**config.mk**
```make
export PLATFORM = sky130hd
export DESIGN_NAME = rgb_duty_sched
export DESIGN_NICKNAME = d
export VERILOG_FILES = /design/src/rtl/rgb_pwm_pkg.sv /design/src/rtl/rr_arb3.sv /design/src/rtl/rgb_duty_sched.sv
export SDC_FILE = /design/constraint.sdc
export NUM_CORES = 1
export LEC_CHECK = 0
export ABC_AREA = 1
export CORE_MARGIN = 3
export CORE_UTILIZATION = 50
export CTS_BUF_LIST = sky130_fd_sc_hd__clkbuf_8 sky130_fd_sc_hd__clkbuf_16
export CTS_CLUSTER_DIAMETER = 200
export DETAILED_ROUTE_END_ITERATION = 7
export PLACE_DENSITY = 0.84
export SYNTH_ARGS = -nofsm -noshare
export SYNTH_HDL_FRONTEND = slang
export SYNTH_HIERARCHICAL = 1
export SYNTH_SLANG_ARGS = --single-unit
```
**constraint.sdc**
```tcl
create_clock -name sys_clk -period 2.46 [get_ports sys_clk]
set_clock_uncertainty 0.1 [all_clocks]
set_input_delay 0.246 -clock sys_clk [delete_from_list [all_inputs] [get_ports sys_clk]]
set_output_delay 0.246 -clock sys_clk [all_outputs]
set_load 0.03 [all_outputs]
```
**src/rtl/rgb_pwm_pkg.sv**
```systemverilog
`default_nettype none
// ============================================================================
// Module      : rgb_pwm_pkg
// Description : Shared constants, channel indices and FSM state type for the
//               RGB duty scheduler.
// Revision    : 1.0 - initial release
// ============================================================================
package rgb_pwm_pkg;

    localparam int SIZE_DEF = 13;

    localparam logic [1:0] CH_R = 2'd0;
    localparam logic [1:0] CH_G = 2'd1;
    localparam logic [1:0] CH_B = 2'd2;

    typedef enum logic [1:0] {
        ST_IDLE  = 2'd0,
        ST_GRANT = 2'd1,
        ST_LOAD  = 2'd2
    } state_t;

    // Channel index arithmetic on the three-entry R, G, B ring.
    function automatic logic [1:0] ch_add(input logic [1:0] ch, input logic [1:0] k);
        logic [2:0] s;
        s = {1'b0, ch} + {1'b0, k};
        return (s >= 3'd3) ? 2'(s - 3'd3) : s[1:0];
    endfunction

endpackage
`default_nettype wire

```
**src/rtl/rr_arb3.sv**
```systemverilog
`default_nettype none
// ============================================================================
// Module      : rr_arb3
// Description : Three-way round-robin picker; search starts at pointer.
// Revision    : 1.0 - initial release
// ============================================================================
module rr_arb3
    import rgb_pwm_pkg::*;
(
    input  logic [2:0] pending,
    input  logic [1:0] pointer,
    input  logic       advance,
    output logic [1:0] grant,
    output logic       valid
);

    logic [1:0] w_idx;

    always_comb begin
        grant = CH_R;
        valid = 1'b0;
        w_idx = CH_R;
        // Walk the ring backwards so the position nearest the pointer wins.
        for (int k = 2; k >= 0; k--) begin
            w_idx = ch_add(pointer, 2'(k));
            if (pending[w_idx]) begin
                grant = w_idx;
                valid = advance;
            end
        end
    end

endmodule
`default_nettype wire

```
**src/rtl/rgb_duty_sched.sv**
```systemverilog
`default_nettype none
// ============================================================================
// Module      : rgb_duty_sched
// Description : Serialises per-channel duty updates onto one shared duty bus
//               with per-core load strobes. Optional macro RGB_FADE_EN adds
//               tick-gated stepping toward each target.
// Revision    : 1.0 - initial release
// ============================================================================
module rgb_duty_sched
    import rgb_pwm_pkg::*;
#(
    parameter int SIZE     = SIZE_DEF,
    parameter int STEP     = 16,
    parameter int TICK_DIV = 1000
) (
    input  logic            sys_clk,
    input  logic            rst,
    input  logic [2:0]      req,
    input  logic [SIZE-1:0] tgt_r,
    input  logic [SIZE-1:0] tgt_g,
    input  logic [SIZE-1:0] tgt_b,
    output logic [2:0]      ack,
    output logic [SIZE-1:0] duty,
    output logic            load_r,
    output logic            load_g,
    output logic            load_b,
    output logic            busy
);

    state_t          r_state;
    state_t          w_state_nxt;
    logic [SIZE-1:0] r_tgt [3];
    logic [SIZE-1:0] w_tgt_in [3];
    logic [2:0]      r_pending;
    logic [2:0]      r_ack;
    logic [2:0]      r_load;
    logic [2:0]      w_clr;
    logic [1:0]      r_ptr;
    logic [1:0]      w_grant;
    logic            w_valid;
    logic            w_go;
    logic            w_tick;
    logic            w_done;
    logic [SIZE-1:0] r_duty;
    logic [SIZE-1:0] w_tgt_sel;
    logic [SIZE-1:0] w_new_duty;

    assign w_tgt_in[0] = tgt_r;
    assign w_tgt_in[1] = tgt_g;
    assign w_tgt_in[2] = tgt_b;

    rr_arb3 u_arb (
        .pending (r_pending),
        .pointer (r_ptr),
        .advance (r_state == ST_GRANT),
        .grant   (w_grant),
        .valid   (w_valid)
    );

    always_comb begin
        w_tgt_sel = r_tgt[0];
        case (w_grant)
            CH_G:    w_tgt_sel = r_tgt[1];
            CH_B:    w_tgt_sel = r_tgt[2];
            default: w_tgt_sel = r_tgt[0];
        endcase
    end

`ifdef RGB_FADE_EN
    localparam int              c_cnt_w     = $clog2(TICK_DIV);
    localparam logic [c_cnt_w-1:0] c_tick_last = c_cnt_w'(TICK_DIV - 1);
    localparam logic [SIZE:0]   c_step      = (SIZE+1)'(STEP);

    logic [c_cnt_w-1:0] r_tick_cnt;
    logic [SIZE-1:0]    r_cur [3];
    logic [SIZE-1:0]    w_cur_sel;
    logic [SIZE:0]      w_up;
    logic [SIZE:0]      w_dn;

    assign w_tick = (r_tick_cnt == c_tick_last);

    always_comb begin
        w_cur_sel = r_cur[0];
        case (w_grant)
            CH_G:    w_cur_sel = r_cur[1];
            CH_B:    w_cur_sel = r_cur[2];
            default: w_cur_sel = r_cur[0];
        endcase
    end

    // One extra bit catches overflow above 2^SIZE-1 and borrow below 0.
    always_comb begin
        w_up       = {1'b0, w_cur_sel} + c_step;
        w_dn       = {1'b0, w_cur_sel} - c_step;
        w_new_duty = w_tgt_sel;
        if (w_cur_sel < w_tgt_sel) begin
            if (w_up < {1'b0, w_tgt_sel}) w_new_duty = w_up[SIZE-1:0];
        end else if (!w_dn[SIZE] && (w_dn[SIZE-1:0] > w_tgt_sel)) begin
            w_new_duty = w_dn[SIZE-1:0];
        end
    end

    assign w_done = (w_new_duty == w_tgt_sel);

    always_ff @(posedge sys_clk or negedge rst) begin
        if (!rst) begin
            r_tick_cnt <= '0;
            for (int i = 0; i < 3; i++) r_cur[i] <= '0;
        end else begin
            r_tick_cnt <= w_tick ? '0 : r_tick_cnt + c_cnt_w'(1);
            for (int i = 0; i < 3; i++) begin
                if (w_valid && (w_grant == 2'(i))) r_cur[i] <= w_new_duty;
            end
        end
    end
`else
    assign w_tick     = 1'b1;
    assign w_new_duty = w_tgt_sel;
    assign w_done     = 1'b1;
`endif

    assign w_go  = (|r_pending) & w_tick;
    assign w_clr = (w_valid && w_done) ? (3'b001 << w_grant) : 3'b000;

    always_comb begin
        w_state_nxt = r_state;
        case (r_state)
            ST_IDLE:  if (w_go) w_state_nxt = ST_GRANT;
            ST_GRANT: w_state_nxt = ST_LOAD;
            ST_LOAD:  w_state_nxt = w_go ? ST_GRANT : ST_IDLE;
            default:  w_state_nxt = ST_IDLE;
        endcase
    end

    always_ff @(posedge sys_clk or negedge rst) begin
        if (!rst) r_state <= ST_IDLE;
        else      r_state <= w_state_nxt;
    end

    // A request arriving on the edge that clears its pending bit wins.
    always_ff @(posedge sys_clk or negedge rst) begin
        if (!rst) begin
            r_pending <= '0;
            r_ack     <= '0;
            r_load    <= '0;
            r_duty    <= '0;
            r_ptr     <= CH_R;
            for (int i = 0; i < 3; i++) r_tgt[i] <= '0;
        end else begin
            r_ack     <= req;
            r_pending <= (r_pending & ~w_clr) | req;
            for (int i = 0; i < 3; i++) begin
                if (req[i]) r_tgt[i] <= w_tgt_in[i];
            end
            r_load <= '0;
            if (w_valid) begin
                r_load <= 3'b001 << w_grant;
                r_duty <= w_new_duty;
                r_ptr  <= ch_add(w_grant, 2'd1);
            end
        end
    end

    assign ack    = r_ack;
    assign duty   = r_duty;
    assign load_r = r_load[CH_R];
    assign load_g = r_load[CH_G];
    assign load_b = r_load[CH_B];
    assign busy   = (|r_pending) | (r_state != ST_IDLE);

endmodule
`default_nettype wire

```
== Word level (Yosys, flattened, before mapping) ==
Cells that the tools add are included.
Widths: inputs -> output; s select.
Operators by class
  reduce and logical (&&, ||, !) cells: 3
  bitwise logic cells: 4
  div/mod/pow operators: 0
  multiplexer cells: 21
  multiply operators: 0
  equality and inequality tests: 5
  $lt $le $gt $ge: 7
  shift-type cells: 1
  add/sub/neg operators: 7
Operators by type and width (count)
  $pmux 13 s2: 1
  $mux 2: 8
  $ge 3x2->1 const B: 3
  $lt 2x3->1 const B: 3
  $sub 2x2->2 const B: 4
  $mux 1: 7
  $add 2x1->3 const B: 2
  $bmux 1 s2: 3
  $pmux 2 s3: 1
  $eq 2x1->1 const B: 2
  $eq 2x2->1 const B: 2
  $add 2x2->3 const B: 1
  $and 3x3->3: 1
  $mux 3: 1
  $not 3->3: 1
  $or 3x3->3: 1
  $reduce_or 3->1: 1
  $shl 1x2->3 const A: 1
  $ge 2x2->1 const B: 1
  $logic_not 2->1: 1
  $ne 2x2->1 const B: 1
  $reduce_bool 2->1: 1
  $or 1x1->1: 1
Word-level totals
  memory bits (writable): 0
  logic and storage cells: 57
  register bits after elaboration: 65
  input bits: 44
  memory bits (read-only): 0
  latch bits: 0
  output and inout port bits: 20
  memories kept: 0

== Logic depth before layout (Yosys ltp) ==
Gate-level depths: netlist of run 1.
  word-level depth: 13
  depth in mapped cells: 17
  depth with buffers taken out: 15

== Cells and area by module ==
The synthesis of run 1 kept the hierarchy.
By module, submodules not included
  rgb_duty_sched: sequential area each 1626.6 sq um, instances 1, cells each 331, area each 2805.2 sq um
  rr_arb3: sequential area each 0.0 sq um, instances 1, cells each 41, area each 205.2 sq um

== Least setup slack after synthesis of run 1 ==
No wires, ideal clock.
  kind: flip-flop to flip-flop
  start: reg r_ptr[0]
  end: reg r_duty[6], in the netlist duty[6]
  buffers on the path: 2
  cell stages (with the launch flop): 18
  data arrival time: 2036 ps
  setup time: 117 ps
  setup slack: 208 ps
  cell sequence: dfrtp_1 > inv_1 > ha_1 > inv_1 > nand2_1 > nand3_1 > nand3_1 > nand2_1 > nand2_1 > nand2_1 > inv_1 > ha_1 > buf_6 > buf_6 > nor2_1 > nor2_1 > nand2_1 > nand2_1
Between the ends
  word-level cells in the longest chain between the ends: 10
  elaborated cells between the ends (all ways): 26
  those cells by class: add/sub: 5; order compare: 3; eq/ne: 2; mux: 16
Ends and longest elaborated chain
  start, declared: line rgb_duty_sched.sv:38  | logic [1:0] r_ptr;
  start signal, assigned: line rgb_duty_sched.sv:159  | r_ptr <= ch_add(w_grant, 2'd1);
  $add 2x2->3: line rgb_pwm_pkg.sv:25  | s = {1'b0, ch} + {1'b0, k};
  $ge 3x2->1 or $sub 2x2->2 (tied branches): line rgb_pwm_pkg.sv:26  | return (s >= 3'd3) ? 2'(s - 3'd3) : s[1:0];
  $mux 2: line rgb_pwm_pkg.sv:26
  $bmux 1 s2: line rr_arb3.sv:26  | if (pending[w_idx]) begin
  $mux 1 (implied by the code): line rr_arb3.sv:26
  $mux 2 (2 in a row): line rr_arb3.sv:26
  $mux 2 (*): line rr_arb3.sv:26
  via w_grant[0]: line rgb_duty_sched.sv:39  | logic [1:0] w_grant;
  $eq 2x2->1 or $eq 2x1->1 (tied branches): line rgb_duty_sched.sv:62  | case (w_grant)
  $pmux 13 s2 (*): line rgb_duty_sched.sv:62
  end signal, assigned: line rgb_duty_sched.sv:158  | r_duty <= w_new_duty;
  end, declared: line rgb_duty_sched.sv:44  | logic [SIZE-1:0] r_duty;
The timed path passes the listed nets; every way through them passes the cells marked *. The select of a mux whose other input is x is not followed.
A chain may end at the register's enable or synchronous reset.

== Worst setup path after layout of run 1 ==
  start: reg r_ptr[0]
  end: reg r_duty[9], in the netlist duty[9]
Same word-level chain as after synthesis.

==> flow_metrics.py, run 1 <==
metrics = {
    "timing": {
        "worst_slew_pin_slew_ps": 840,
        "setup-tns-final_ps": 0,
        "clock.fmax_mhz": 417,
        "fin_crit_ps": 2400,
        "fin_crit_sh_pct": 97.4,
        "grt_setup_unrepaired": "yes",
        "setup_viol": 0,
        "max-slew-margin-rel_pct": 43.8,
        "worst_slack_ps": 63.8,
        "timing.final.max_slew_violations": 0,
        "hold_slack_ps": 357,
        "hold_viol_final": 0,
    },
    "layout": {
        "layout_commonest_cell": "nand2_1",
        "final_cell_mix": "nand2_1, dfrtp_1, clkdlybuf4s50_1",
        "n_antenna_cell": 0,
        "area_delta_synth_final_pct": 29.7,
        "fin_nets": 486,
        "final_layout_size_suffix_gt1_share_pct": 7.95,
    },
    "flow_run": {
        "cap_viol_max_count": 0,
    },
    "placement": {
        "place_ws_ps": 17.2,
        "io_buffers": 63,
        "dpl.hpwl_um": 4750,
        "gp_congestion": 1.06,
    },
    "clock_tree": {
        "cts_buffer_depth": 2,
        "cts_tree": "yes",
        "root_buffer": "clkbuf_8",
        "cts.sinks": 65,
        "numCtsBuffers": 9,
        "cts.clk_slew.worst_paths_ps": 70,
        "cts_max_level": 3,
        "clk_latency_ps": 340,
    },
    "global_route": {
        "grt-ovfl-total": 0,
        "antenna_found_initial": 0,
        "grt_pass1_wl_um": 11000,
        "grt_max_degree": 37,
        "first_global_vias": 2454,
        "track_usage_pct": 19.6,
    },
    "route": {
        "wl_per_cell_um": 13.0,
        "num_vias": 2513,
        "vias_per_cell": 4.91,
        "first_pass_iters": 6,
        "routed_wl_um": 6630,
        "drt-initial-drc-count": 161,
        "antenna_left": 0,
        "drc": 0,
    },
    "worst_hold_path": {
        "min_path_type": "in -> reg",
    },
    "die": {
        "fp.dieH_um": 83.6,
        "die_area_um2": 6990,
        "dieWidth_um": 83.6,
        "rows": 27,
        "io-pin-count": 64,
        "core_area_um2": 5680,
        "initial_utilization_pct": 53.0,
    },
    "synth": {
        "ys_types": 18,
        "syn_nets": 423,
        "synthesis.area_um2": 3010,
        "ys_ff_latch": 65,
        "ys.warnings.count": 6,
        "syn_area_per_cell_um2": 8.09,
        "yosysSeqAreaShare_pct": 54.0,
        "synthCells": 372,
    },
    "critical_path": {
        "cp_max_fo": 13,
        "arrival_ps": 2580,
        "start_kind": "register",
        "worstPathRequired_ps": 2640,
        "regToRegSetupSlack_ps": 60,
        "end_kind": "register",
        "path_class": "reg -> reg",
    },
    "status": {
        "status": "finished clean",
    },
    "power": {
        "power_density_nw_per_um2": 1270,
        "max-vdd-ir-drop_uv": 824,
        "p_total_w": 0.00498,
        "leakagePower_nw": 1.96,
    },
}
-- logic make-up after synthesis --
logic type / after synthesis / synth area share (%)
and+or+nand+nor: 181 / 23.6
buffers and inverters: 73 / 11.3
DFF: 65 / 54.0
AOI/OAI and AO/OA: 46 / 8.15
adders and majority gates: 7 / 2.91
-- state kept, by name, summed over array words and instances, names as in the netlist --
register	count
ack	3
r_tgt	39
r_state	2
duty	13
r_ptr	2
r_load	3
r_pending	3
-- per-layer routing --
layer / GRT usage (%) / vias up / wire length (um)
met3: 5.43 / 15 / 443
met4: 7.75 / 0 / 145
met1: 23.1 / 1151 / 2680
met5: 0 / - / 0
li1: - / 1256 / -
met2: 33.8 / 91 / 3370
-- worst max-delay path, stage by stage, from the launching register on --
cell	delay [ps]
dfrtp_1	420
inv_2	100
ha_4	220
inv_2	80
nand3_1	130
o21ai_0	110
nand3_1	100
nand2_1	110
inv_1	80
ha_1	300
buf_4	190
nor2_2	60
nor2_1	180
nand2_1	90
nand2_1	60
-- cell type report --
class                   instances  area [um2]
fillers                       461        1770
repair buffers                 69         686
clock buffers                  10         138
flip-flops and latches         65        1630
inverters                      56         210
well taps                      72        90.1
clock inverters                 6        83.8
multi-input cells             234        1070
-- power by group --
group / internal [W] / switching [W] / total, W / leakage (nW)
logic: 0.000954 / 0.00156 / 0.00251 / 1.06
clock network: 0.000592 / 0.000402 / 0.000994 / 0.115
registers: 0.00131 / 0.000158 / 0.00147 / 0.786
-- metrics by stage --
stage | cell area (um2) | util [%] | cells
2_1_floorplan | 3010 | - | 372
3_3_place_gp | 3650 | 64.2 | 495
3_5_place_dp | 3650 | 64.2 | 495
4_1_cts | 3880 | 68.3 | 512
5_1_grt | 3910 | 68.8 | 512
6_report | 3910 | 68.8 | 512
-- synthesized netlist by cell type (all sizes together) --
| cell | n | area [um2] |
|---|---|---|
| nand2 | 126 | 475 |
| dfrtp | 65 | 1630 |
| inv | 56 | 210 |
| o21ai | 42 | 214 |
| nor2 | 32 | 120 |
| nand3 | 22 | 110 |
| buf | 16 | 116 |
| ha | 7 | 87.6 |
| a21o | 3 | 22.5 |
| a21oi | 1 | 8.76 |
| clkbuf | 1 | 13.8 |
| nor3 | 1 | 5.00 |
-- final timing paths --
path / from / endpoint / cells past startpoint
min in group asynchronous: rst / r_tgt[30] / 2
worst max register to register: r_ptr[0] / duty[9] / 14
max in group asynchronous: rst / r_tgt[23] / 3
worst min-delay path: tgt_b[2] / r_tgt[2] / 3
worst min register to register: r_state[0] / r_state[0] / 1
worst max-delay path: r_ptr[0] / duty[9] / 14
-- repair_timing --
item,CTS,global route
resized for setup,1,8
endpoints found under the setup margin,2,14
hold buffers,1,0
endpoints found under the hold margin,29,0
setup buffers,0,0
(Power assumes the default switching activity.)
==> run 2: changes to the inputs <==
==> constraint.sdc (replaced) <==
create_clock -name sys_clk -period 2.83 [get_ports sys_clk]
set_clock_uncertainty 0.1 [all_clocks]
set_input_delay 0.283 -clock sys_clk [delete_from_list [all_inputs] [get_ports sys_clk]]
set_output_delay 0.283 -clock sys_clk [all_outputs]
set_load 0.01 [all_outputs]
==> flow_metrics.py, run 2 (synthesized netlist as in run 1, its figures left out) <==
metrics = {
    "status": {
        "status": "finished clean",
    },
    "timing": {
        "clock.fmax_mhz": 408,
        "worst_slew_pin_slew_ps": 820,
        "timing.final.max_slew_violations": 0,
        "setup_viol": 0,
        "hold_slack_ps": 349,
        "hold_viol_final": 0,
        "setup-tns-final_ps": 0,
        "fin_crit_sh_pct": 86.5,
        "grt_setup_unrepaired": "no",
        "fin_crit_ps": 2450,
        "max-slew-margin-rel_pct": 45.2,
    },
    "power": {
        "swShare_pct": 40.4,
        "pwr-share-seq_pct": 31.3,
        "internal_power_w": 0.00241,
        "p_total_w": 0.00404,
        "max-vdd-ir-drop_uv": 736,
        "leakagePower_nw": 1.95,
        "power_switching_w": 0.00163,
        "clkPwrFrac_pct": 21.3,
        "power_density_nw_per_um2": 1050,
        "pwr-share-comb_pct": 47.4,
    },
    "critical_path": {
        "worstPathCellList": "inv_1, ha_1, inv_1, nand3_1, nand3_1, nand2_1, nand2_1, nand2_1, inv_1, ha_1, nand2_1, a21o_1",
        "cp.depth": 12,
        "worstPathRequired_ps": 2950,
        "crit_slowest_cell": "ha_1",
        "start_kind": "register",
        "path_class": "reg -> reg",
        "r2r-start": "r_ptr[0]",
        "startpoint": "r_ptr[0]",
        "cp_top_family": "adder cells",
        "end_kind": "register",
        "r2r_cells": 12,
        "arrival_ps": 2570,
        "max_stage_delay_ps": 460,
        "cp_max_fo": 14,
        "cp_common_cell": "nand2_1",
        "path_buf_inv": 3,
    },
    "layout": {
        "post_layout_nonfiller_instances": 510,
        "area_delta_synth_final_pct": 27.8,
        "largest_reg_flops": 39,
        "regMostFlops": "r_tgt",
        "fin_nets": 484,
        "final_layout_size_suffix_gt1_share_pct": 5.71,
        "layout_commonest_cell": "nand2_1",
        "final_cell_mix": "nand2_1, dfrtp_1, clkdlybuf4s50_1",
        "n_antenna_cell": 0,
    },
    "clock_tree": {
        "clk_latency_ps": 350,
        "cts.sinks": 65,
        "root_buffer": "clkbuf_8",
        "post_cts_buffers": 0,
        "numCtsBuffers": 9,
        "cts_max_level": 3,
        "cts_tree": "yes",
        "cts_buffer_depth": 2,
        "cts.clk_slew.worst_paths_ps": 70,
    },
    "worst_hold_path": {
        "hp-start": "r_state[1]",
        "holdPathStages": 1,
        "min_path_type": "reg -> reg",
    },
    "placement": {
        "dp.cells": 493,
        "gp_congestion": 1.00,
        "io_buffers": 63,
        "dpl.hpwl_um": 4600,
    },
    "die": {
        "initial_utilization_pct": 53.0,
        "core_area_um2": 5680,
        "io-pin-count": 64,
        "die_area_um2": 6990,
        "fp.dieH_um": 83.6,
        "dieWidth_um": 83.6,
        "rows": 27,
    },
    "global_route": {
        "antenna_found_initial": 0,
        "grt_max_degree": 41,
        "first_global_vias": 2404,
        "grt_pass1_wl_um": 10700,
        "track_usage_pct": 19.3,
        "grt-ovfl-total": 0,
    },
    "route": {
        "routed_wl_um": 6370,
        "drt-initial-drc-count": 172,
        "first_pass_iters": 5,
        "wl_per_cell_um": 12.5,
        "drc": 0,
        "num_vias": 2466,
        "antenna_left": 0,
        "vias_per_cell": 4.84,
    },
    "flow_run": {
        "cap_viol_max_count": 0,
    },
}
## run 2: changes by cell type in the layout (fill, tap and decap cells not counted), moves of 2 or more
cell	previous run	this run
nor2_1	27	32
inv_2	5	3
nor2_2	5	0
ha_1	5	7
## run 2: path summary, 6_finish.rpt
check	slack, ps	to
max	380	r_pending[2]
min	350	r_state[1]
max reg2reg	380	r_pending[2]
min reg2reg	350	r_state[1]
max in group asynchronous	1350	r_state[0]
min in group asynchronous	360	r_tgt[38]
## run 2: per-layer routing
| layer | track usage (%) | routed length, um |
|---|---|---|
| met1 | 23.1 | 2730 |
| met3 | 6.61 | 376 |
| met5 | 0 | 0 |
| met4 | 6.58 | 112 |
| met2 | 32.4 | 3160 |
## run 2: layout make-up
class	count	area, um2
Clock inverter	7	95.1
Inverter	56	210
Timing Repair Buffer	67	658
Clock buffer	9	124
Sequential cell	65	1630
Multi-Input combinational cell	234	1040
Tap cell	72	90.1
Fill cell	470	1830
## run 2: per-stage QoR
stage	area, um2	utilization [%]	setup slack [ps]
floorplan	3010	-	578
global route	3850	67.8	114
global placement	3620	63.8	524
CTS	3850	67.8	382
finish	3850	67.8	381
detailed placement	3620	63.8	409
## run 2: timing repair
action	4_1_cts	5_1_grt
hold buffers	1	0
gates resized for setup	0	0
endpoints found under the setup margin	0	0
hold endpoints to repair	25	0
## run 2: power by group through the flow
| stage | Sequential, W | Clock, W | Combinational (W) |
|---|---|---|---|
| floorplan | 0.00130 | 0 | 0.00141 |
| global placement | 0.00128 | 0 | 0.00182 |
| detailed placement | 0.00128 | 0 | 0.00190 |
| CTS | 0.00127 | 0.000883 | 0.00192 |
| global route | 0.00129 | 0.000923 | 0.00216 |
| finish | 0.00127 | 0.000860 | 0.00191 |
==> run 3: changes to the inputs <==
- ABC_CLOCK_PERIOD_IN_PS: default -> 2830
- CTS_CLUSTER_DIAMETER: 200 -> 40
- SYNTH_HIERARCHICAL: 1 -> default
==> flow_metrics.py, run 3 <==
metrics = {
    "synth": {
        "synth.area.top_cells": "dfrtp_1, nand2_1, o21ai_0",
        "ys.warnings.count": 0,
        "syn_nets": 391,
        "yosysSeqAreaShare_pct": 56.8,
        "yosysMostFrequentCell": "nand2_1",
        "ys_types": 21,
        "synth_top_area_share_pct": 56.8,
        "synth-main-ff-cell": "dfrtp_1",
        "syn_area_per_cell_um2": 8.35,
        "synthTopCellsByCount": "nand2_1, dfrtp_1, o21ai_0, inv_1, o22ai_1",
        "synthCells": 343,
        "synth_area_leader_cell": "dfrtp_1",
        "synth_edf_count": 0,
        "ys_ff_latch": 65,
        "synthesis.area_um2": 2860,
        "synth-async-reset-ratio_pct": 100,
    },
    "clock_tree": {
        "cts.clk_slew.worst_paths_ps": 70,
        "cts_buffer_depth": 2,
        "numCtsBuffers": 9,
        "root_buffer": "clkbuf_8",
        "cts_max_level": 3,
        "cts_tree": "yes",
        "cts.sinks": 65,
        "clk_latency_ps": 340,
    },
    "route": {
        "dr_wl_met2_um": 3440,
        "first_pass_iters": 5,
        "drt-initial-drc-count": 139,
        "vias_per_cell": 5.08,
        "num_vias": 2455,
        "wl_per_cell_um": 13.8,
        "drt-met1-wl_um": 2720,
        "drc": 0,
        "top_layer_used": "met4",
        "route.met3.wl_um": 352,
        "routed_wl_um": 6680,
        "antenna_left": 0,
    },
    "layout": {
        "final_cell_mix": "nand2_1, dfrtp_1, clkdlybuf4s50_1",
        "fin_util_pct": 70.7,
        "regMostFlops": "r_tgt",
        "layout_commonest_cell": "nand2_1",
        "area_delta_synth_final_pct": 31.7,
        "post_layout_nonfiller_instances": 483,
        "n_antenna_cell": 0,
        "largest_reg_flops": 39,
        "fin_nets": 456,
        "fillerInstances": 417,
        "final_layout_size_suffix_gt1_share_pct": 7.02,
    },
    "global_route": {
        "grt_pass1_wl_um": 11100,
        "grt_max_degree": 35,
        "antenna_found_initial": 0,
        "track_usage_pct": 22.1,
        "grt-ovfl-total": 0,
        "first_global_vias": 2471,
    },
    "status": {
        "status": "finished clean",
    },
    "die": {
        "die_area_um2": 6670,
        "dieWidth_um": 81.7,
        "io-pin-count": 64,
        "core_area_um2": 5340,
        "initial_utilization_pct": 53.7,
        "fp.dieH_um": 81.7,
        "rows": 26,
    },
    "timing": {
        "hold_viol_final": 0,
        "fin_crit_ps": 2650,
        "setup-tns-final_ps": 0,
        "worst_slew_pin_slew_ps": 846,
        "clock.fmax_mhz": 377,
        "hold_slack_ps": 353,
        "timing.final.max_slew_violations": 0,
        "fin_crit_sh_pct": 93.8,
        "max-slew-margin-rel_pct": 43.4,
        "setup_viol": 0,
    },
    "critical_path": {
        "crit_slowest_cell": "dfrtp_1",
        "cp_common_cell": "nand2_1",
        "arrival_ps": 2840,
        "r2r-start": "r_ptr[1]",
        "start_kind": "register",
        "cp_max_fo": 14,
        "path_class": "reg -> reg",
        "startpoint": "r_ptr[1]",
        "max_stage_delay_ps": 390,
        "worstPathCellList": "inv_1, ha_1, inv_1, nand2_1, nand3_1, nand2_1, nor2_1, nand2_1, nand2_1, ha_1, clkinvlp_4, o22ai_1, nand2_1, o21ai_0, nand2_1, nand2_1",
        "end_kind": "register",
        "worstPathRequired_ps": 3010,
    },
    "flow_run": {
        "cap_viol_max_count": 0,
    },
    "worst_hold_path": {
        "min_path_type": "reg -> reg",
        "hp-start": "r_state[0]",
    },
    "power": {
        "power_density_nw_per_um2": 1040,
        "max-vdd-ir-drop_uv": 646,
        "leakagePower_nw": 1.88,
        "p_total_w": 0.00393,
    },
    "placement": {
        "dp.cells": 463,
        "io_buffers": 63,
        "gp_congestion": 0.913,
        "dpl.hpwl_um": 4590,
    },
}
==> run 3: cell count changes in the layout (fill, tap and decap cells not counted), sizes merged, moves of 2 or more <==
cell	before	now
a21o	3	0
o21bai	0	2
ha	7	4
inv	58	60
nand3	22	8
o22ai	0	13
nor2	32	8
nand2	126	108
o21ai	42	58
clkinvlp	0	3
==> run 3: cell type report <==
cell class	count	area, um2	share of cell area (%)
well taps	70	87.6	2.32
clock buffers	10	138	3.65
inverters	59	231	6.14
repair buffers	68	678	18.0
repair inverters	1	7.51	0.199
flip-flops and latches	65	1630	43.1
multi-input cells	204	950	25.2
clock inverters	6	51.3	1.36
==> run 3: cells by family after synthesis <==
kind of cell	count (synthesis)	synth area share [%]
AND/OR/NAND/NOR	126	17.5
flip-flops	65	56.8
AO/OA/AOI/OAI	74	13.8
adder cells (fa/ha/maj)	4	1.75
buffers and inverters	74	10.1
==> run 3: final timing paths <==
kind,end,slack (ps),cells after the start
max,duty[8],180,16
min,r_state[0],350,1
max reg2reg,duty[8],180,16
min reg2reg,r_state[0],350,1
max in group asynchronous,r_state[0],1510,3
min in group asynchronous,ack[0],460,2
==> run 3: metrics by stage <==
| step | area, um2 | worst slack [ps] |
|---|---|---|
| after floorplan | 2860 | 439 |
| after global placement | 3540 | 374 |
| after detailed placement | 3540 | 225 |
| after CTS | 3730 | 141 |
| after global routing | 3770 | -51.8 |
| final | 3770 | 175 |
==> run 3: where the power goes <==
| part | leakage [nW] | switching [W] | total, W | internal (W) |
|---|---|---|---|---|
| sequential | 0.792 | 0.0000967 | 0.00123 | 0.00113 |
| clock | 0.110 | 0.000344 | 0.000763 | 0.000418 |
| combinational | 0.982 | 0.00121 | 0.00194 | 0.000729 |
| total | 1.88 | 0.00165 | 0.00393 | 0.00228 |
==> run 3: metal layers <==
layer,vias to the layer above,GRT usage [%]
met3,14,3.62
met2,93,38.1
met4,0,10.5
met1,1155,27.1
met5,-,0
li1,1193,-
==> run 3: critical path, delay by kind of cell, from the launching register on <==
kind | cells | cell delay, ps
simple gates | 9 | 940
buf+inv | 3 | 450
fa+ha+maj | 2 | 430
flops | 1 | 390
compound gates | 2 | 290
==> run 3: repair_timing <==
| action | CTS | global route |
|---|---|---|
| hold buffers | 1 | 0 |
| hold endpoints to repair | 33 | 0 |
| endpoints found under the setup margin | 0 | 12 |
| buffers inserted | 0 | 2 |
| gates resized for setup | 0 | 6 |
